File: config.mk
export PLATFORM = sky130hd
export DESIGN_NAME = ps2_rx_frame
export DESIGN_NICKNAME = d
export VERILOG_FILES = /design/src/rtl/ps2_pkg.sv /design/src/rtl/ps2_clk_filter.sv /design/src/rtl/ps2_rx_frame.sv
export SDC_FILE = /design/constraint.sdc
export NUM_CORES = 1
export LEC_CHECK = 0
export BUFFER_PORTS_ARGS = -buffer_cell sky130_fd_sc_hd__buf_4
export CAP_MARGIN = 10
export CORE_MARGIN = 4
export CORE_UTILIZATION = 50
export DETAILED_ROUTE_END_ITERATION = 8
export PLACE_DENSITY = 0.71
export SKIP_LAST_GASP = 1
export SLEW_MARGIN = 20
export SYNTH_ARGS = -nofsm -noshare
export SYNTH_HDL_FRONTEND = slang
export SYNTH_SLANG_ARGS = --single-unit
File: constraint.sdc
create_clock -name clk -period 2.4 [get_ports clk]
set_clock_uncertainty 0.15 [all_clocks]
set_input_delay 0.12 -clock clk [delete_from_list [all_inputs] [get_ports clk]]
set_output_delay 0.12 -clock clk [all_outputs]
set_load 0.01 [all_outputs]
File: src/rtl/ps2_pkg.sv
// Shared types and frame constants for the PS/2 receive/transmit blocks.
package ps2_pkg;

  typedef enum logic [1:0] {
    IDLE = 2'd0,
    DPS  = 2'd1,
    LOAD = 2'd2
  } ps2_rx_state_t;

  localparam int PS2_FRAME_BITS = 11;
  localparam int PS2_DATA_BITS  = 8;

endpackage

File: src/rtl/ps2_clk_filter.sv
// PS/2 clock conditioning: 2-flop synchronizer, FILTER_LEN-sample level filter
// and falling-edge detector on the filtered level.
module ps2_clk_filter #(
  parameter int FILTER_LEN = 8
) (
  input  logic clk,
  input  logic reset,
  input  logic ps2c,
  output logic fall_edge
);

  logic [1:0]            sync_q;
  logic [FILTER_LEN-1:0] sr_q;
  logic                  lvl_q;
  logic                  lvl_d;

  // Level only moves on a unanimous window, so short glitches never toggle it.
  always_comb begin
    lvl_d = lvl_q;
    if (&sr_q)      lvl_d = 1'b1;
    else if (~|sr_q) lvl_d = 1'b0;
  end

  assign fall_edge = lvl_q & ~lvl_d;

  always_ff @(posedge clk) begin
    if (reset) begin
      sync_q <= '1;
      sr_q   <= '1;
      lvl_q  <= 1'b1;
    end else begin
      sync_q <= {sync_q[0], ps2c};
      sr_q   <= {sr_q[FILTER_LEN-2:0], sync_q[1]};
      lvl_q  <= lvl_d;
    end
  end

endmodule

File: src/rtl/ps2_rx_frame.sv
// PS/2 device-to-host frame receiver with parity and framing checks.
// Define PS2_RX_TIMEOUT_EN to abort frames whose clock stalls for TIMEOUT_CYCLES.
module ps2_rx_frame
  import ps2_pkg::*;
#(
  parameter int FILTER_LEN     = 8,
  parameter int TIMEOUT_CYCLES = 100000
) (
  input  logic       clk,
  input  logic       reset,
  input  logic       ps2d,
  input  logic       ps2c,
  input  logic       rx_en,
  output logic [7:0] dout,
  output logic       rx_done_tick,
  output logic       parity_err,
  output logic       frame_err,
  output logic       timeout_tick
);

  localparam int TW = (TIMEOUT_CYCLES > 1) ? $clog2(TIMEOUT_CYCLES) : 1;

  function automatic logic parity_fail(input logic [PS2_FRAME_BITS-1:0] f);
    return ~^f[9:1];
  endfunction

  function automatic logic framing_fail(input logic [PS2_FRAME_BITS-1:0] f);
    return f[0] | ~f[10];
  endfunction

  ps2_rx_state_t             state_q;
  logic [PS2_FRAME_BITS-1:0] b_q, b_d;
  logic [3:0]                n_q;
  logic [1:0]                d_sync_q;
  logic [PS2_DATA_BITS-1:0]  dout_q;
  logic                      perr_q, ferr_q, done_q, tmo_tick_q;
  logic                      fall_edge;

  ps2_clk_filter #(.FILTER_LEN(FILTER_LEN)) u_clk_filter (
    .clk       (clk),
    .reset     (reset),
    .ps2c      (ps2c),
    .fall_edge (fall_edge)
  );

  // Bits arrive LSB first, so each new bit enters at the top and shifts right.
  assign b_d = {d_sync_q[1], b_q[PS2_FRAME_BITS-1:1]};

`ifdef PS2_RX_TIMEOUT_EN
  logic [TW-1:0] tmo_cnt_q;
  wire           tmo_hit = (tmo_cnt_q == TW'(TIMEOUT_CYCLES - 1));

  always_ff @(posedge clk) begin
    if (reset || fall_edge || state_q != DPS) tmo_cnt_q <= '0;
    else                                      tmo_cnt_q <= tmo_cnt_q + TW'(1);
  end
`else
  wire  tmo_hit = 1'b0;
  logic unused_tmo;
  assign unused_tmo = ^TW'(TIMEOUT_CYCLES - 1);
`endif

  always_ff @(posedge clk) begin
    if (reset) begin
      state_q    <= IDLE;
      d_sync_q   <= '1;
      b_q        <= '0;
      n_q        <= '0;
      dout_q     <= '0;
      perr_q     <= 1'b0;
      ferr_q     <= 1'b0;
      done_q     <= 1'b0;
      tmo_tick_q <= 1'b0;
    end else begin
      d_sync_q   <= {d_sync_q[0], ps2d};
      done_q     <= 1'b0;
      tmo_tick_q <= 1'b0;
      case (state_q)
        IDLE: begin
          if (fall_edge && rx_en) begin
            b_q     <= b_d;
            n_q     <= 4'd9;
            state_q <= DPS;
          end
        end
        DPS: begin
          if (fall_edge) begin
            b_q <= b_d;
            if (n_q == 4'd0) begin
              // Outputs are captured here so they appear in the LOAD cycle.
              state_q <= LOAD;
              done_q  <= 1'b1;
              dout_q  <= b_d[8:1];
              perr_q  <= parity_fail(b_d);
              ferr_q  <= framing_fail(b_d);
            end else begin
              n_q <= n_q - 4'd1;
            end
          end else if (tmo_hit) begin
            state_q    <= IDLE;
            tmo_tick_q <= 1'b1;
          end
        end
        LOAD:    state_q <= IDLE;
        default: state_q <= IDLE;
      endcase
    end
  end

  assign dout         = dout_q;
  assign rx_done_tick = done_q;
  assign parity_err   = perr_q;
  assign frame_err    = ferr_q;
  assign timeout_tick = tmo_tick_q;

endmodule
==> impl.org <==
** Routing
- Vias per Instance :: 5.49
- For this run, design rule violations remaining after detail routing come to 0.
- The first routing iteration left 45 violations.
- The final layout contains routed wiring with a total length of 2780 um.
- Before antenna repair, the detailed router went through 4 iterations.
- Average wire per standard cell :: 13.2 um
- Once detail routing completed, the nets flagged for antenna violations numbered 0.
- Summing over every cut layer, the via total after detailed routing is ~1200.

** Yosys
- Cell accounting for the most synthesized area :: sky130_fd_sc_hd__dfxtp_1
- For this run, the register share of the synthesized area comes to 51.5%.
- Warning count from the yosys run :: 0
- Fraction of registers with async set/reset :: 0%
- EDFF count, synth :: 0
- The share of synthesized area in the top cell type comes to 51.5%.
- The number of nets in the synthesized netlist is 168.
- Netlist area before placement :: ~0.0016 mm^2
- Most used standard cells in the synthesized netlist :: 40 x sky130_fd_sc_hd__dfxtp_1, 21 x sky130_fd_sc_hd__nand2_1, 17 x sky130_fd_sc_hd__nor2_1
- Among all flip-flop cells after synthesis, the most frequent one is sky130_fd_sc_hd__dfxtp_1.
- Count of state elements after synthesis :: 40
- Cell variety after synth :: 34
- Post-Syn Area per Cell :: 9.60 um^2
- Cell with the most instances after synthesis :: sky130_fd_sc_hd__dfxtp_1
- The cell count after synthesis came out at ~160.
- Leading cell types by total area after synthesis :: sky130_fd_sc_hd__dfxtp_1 51%, sky130_fd_sc_hd__mux2i_1 5.1%, sky130_fd_sc_hd__nand2_1 5.1%, sky130_fd_sc_hd__or2_2 4.8%, sky130_fd_sc_hd__a21oi_1 4.2%

** Die
- In this run the standard cell core region covers 0.00285 mm^2.
- I/O pin total :: 17
- Once the floorplan was initialized, standard cells occupied 54.5% of the core.
- The die is 63.8 um tall.
- Measured along the x axis, the die boundary spans around 64 um.
- Rows :: 19
- Area enclosed by the die boundary :: 0.00407 mm^2

** Clock network
- The later pin in the worst-skew pair is clocked with a latency of 0.34 ns.
- H-tree Lvls :: 2
- Counting the buffers created by CTS gives 5.
- The tree is rooted in a sky130_fd_sc_hd__clkbuf_4.
- Clock Path Buffers :: 2
- After clock tree synthesis, the flow added hold-fix buffers numbering 2.
- Clock slew at reported path FFs :: 0.11 ns
- Number of setup buffers added after CTS :: 0
- Clock tree from TritonCTS :: yes
- Total of cells resized after clock tree synthesis :: 0
- For this design, the sink count on the clock tree is 40.

** Global route
- Total Routing Usage GR :: 15.2%
- The total overflow left after global routing is 0.
- In the global route stage, met3 resource usage came out at between 4 and 5%.
- Antenna violations before repair :: 0
- For this run, global-route usage on met2 was measured as 23.3%.
- The number of global-route vias before repair was roughly 1100.
- Largest net degree at the start of global routing :: 41
- In the global route stage, met1 resource usage came out at 19.0%.
- The first global-routing pass estimated 4780 um of wire.
- Peak-usage layer in the global routing report :: met2

** Power and ir drop
- The worst-case IR drop observed on VDD is about 0.00029 V.
- Pwr dens :: 573 mW/mm^2
- Summed over all cells, the static leakage comes to between 0.6 and 0.7 nW.

** Min path
- Path category of the worst min-delay check :: in -> reg
- Hold Path Origin :: reset
- Endpoint of the worst hold path :: dout[1]
- Depth of the worst hold-timing path :: 2

** Worst setup path
- Worst Path Buf+Inv :: 1
- Type of the worst setup path :: reg -> reg
- CP peak stage delay :: 0.59 ns
- Data arrival time of the worst path :: 2.19 ns
- Logic depth of the worst setup path including buffers :: 6
- Broken down by cell family, the worst path's largest delay share belongs to simple AND/OR/NAND/NOR gates.
- For the worst setup path, the data required time is 2.50 ns.
- Worst Setup Start Kind :: flop
- Critical Path End Type :: flop
- The signal on the critical path passes through inv_1 > ha_1 > and4bb_1 > and4_1 > nor2_1 > a311oi_1.
- In this run the worst path has a maximum fanout of 12.
- The number of cells on the worst reg-to-reg path is 6.
- The endpoint identified for the worst register-to-register timing path is frame_err.
- Register-to-register setup slack :: ~0.3 ns
- Max stage delay cell, worst path :: sky130_fd_sc_hd__and4_1
- R2r startpoint :: n_q[0]

** Cells and area
- Net count of the finished layout :: 185
- Relative area change from synthesis to final layout :: 12.0%
- Final cell area excluding filler cells :: 0.00174 mm^2
- Fillers :: 238
- The number of antenna diodes in the final layout is 0.
- Share of cells above drive strength 1 :: about a fifth

** Timing
- Based on the critical path, the design can be clocked at up to 0.478 GHz.
- Setup violations remaining at the end of the flow were counted as 0.
- Subtracting the final worst setup slack from the clock period gives 2.09 ns.
- The number of hold-slack violations in the final timing report is 0.
- Relative max-transition margin :: 61.5%
- Post-route fraction of the period consumed by the critical path :: slightly below 90%
- Unrepaired setup endpoints after global routing :: false
- For the pin with the worst max-slew slack, the measured transition is a little under 0.6 ns.
- The number of slew-limit violations in the final report was 0.
- Total Neg Setup Slack :: 0 ns

** Placement
- Placer Congestion :: 0.869
- Number of port buffers :: 15
- Dpl hpwl :: 1930 um
- Area of placed instances :: 0.00168 mm^2

** Job
- # Max-Cap Violations :: 0

** Outcome
- The run finished with clean final reports.
layout make-up:
type	instances	area, um^2	share of cell area [%]
inverter	4	15.0	0.862
timing repair buffer	18	140	8.05
multi-input combinational	110	701	40.2
clock buffer	6	41.3	2.37
sequential	40	801	46.0
tap	31	38.8	2.23
clock inverter	1	5.00	0.287
worst max path at each step:
| stage | to | slack, ns | startpoint |
|---|---|---|---|
| 2_1_floorplan | dout[1] | 0.66 | n_q[0] |
| 3_3_place_gp | frame_err | 0.40 | n_q[0] |
| 3_5_place_dp | frame_err | 0.33 | n_q[0] |
| 4_1_cts | frame_err | 0.30 | n_q[0] |
| 5_1_grt | frame_err | 0.14 | n_q[0] |
| 6_report | frame_err | 0.31 | n_q[0] |
logic make-up after synthesis:
logic type / Yosys count / synth area share (%)
compound gates: 25 / 9.98
xor+xnor: 7 / 4.83
fa+ha+maj: 1 / 0.804
buf+inv: 12 / 3.46
flops: 40 / 51.5
mux: 9 / 5.87
other cells: 1 / 0.241
simple gates: 67 / 23.3
metal layers:
layer  share of wire, %  up-vias  routed length, um
met2                 45       27               1250
met1                 47      538               1320
met4                2.5        0                 70
met3                5.0        8                138
met5                  0        -                  0
li1                   -      580                  -
report_power, final:
part / leakage [nW] / switching (W) / internal, W
clock network: 0.0281 / 0.000196 / 0.000108
registers: 0.324 / 0.00000226 / 0.000668
logic: 0.315 / 0.0000127 / 0.0000109
total: 0.667 / 0.000211 / 0.000786
registers in the layout, summed over array words and instances (netlist names):
name	count
b_q	10
dout	8
u_clk_filter.sr_q	8
n_q	4
d_sync_q	2
state_q	2
u_clk_filter.sync_q	2
frame_err	1
parity_err	1
rx_done_tick	1
u_clk_filter.lvl_q	1
layout by cell type, fill, tap and decap left out, types with 2 or more instances in the layout:
cell type	synthesis	final
sky130_fd_sc_hd__inv_1	4	4
sky130_fd_sc_hd__mux2i_1	8	8
sky130_fd_sc_hd__dlygate4sd3_1	0	2
sky130_fd_sc_hd__nor4_4	2	2
sky130_fd_sc_hd__nor2_1	17	17
sky130_fd_sc_hd__a211oi_1	2	2
sky130_fd_sc_hd__or4_1	3	3
sky130_fd_sc_hd__nor2b_1	2	2
sky130_fd_sc_hd__buf_4	2	16
sky130_fd_sc_hd__xnor2_1	5	5
sky130_fd_sc_hd__nand2_1	21	21
sky130_fd_sc_hd__a21oi_1	13	13
sky130_fd_sc_hd__o21ai_0	4	4
sky130_fd_sc_hd__nand3_1	3	3
sky130_fd_sc_hd__nand4_1	2	2
sky130_fd_sc_hd__dfxtp_1	40	40
sky130_fd_sc_hd__clkbuf_4	0	5
sky130_fd_sc_hd__or2_2	12	12
stage by stage:
stage                     setup slack [ns]  instances  power [W]  utilization, %  hold WS [ns]
final                                0.307        210   0.000998            61.1       0.00710
after global routing                 0.139        210    0.00105            61.1        0.0200
after CTS                            0.300        210    0.00101            61.1       0.00197
after detailed placement             0.330        201   0.000706            58.7         0.158
after global placement               0.399        201   0.000706            58.7         0.157
after floorplan                      0.662        162   0.000700               -        0.0738
Power figures use the tool's default switching activity.
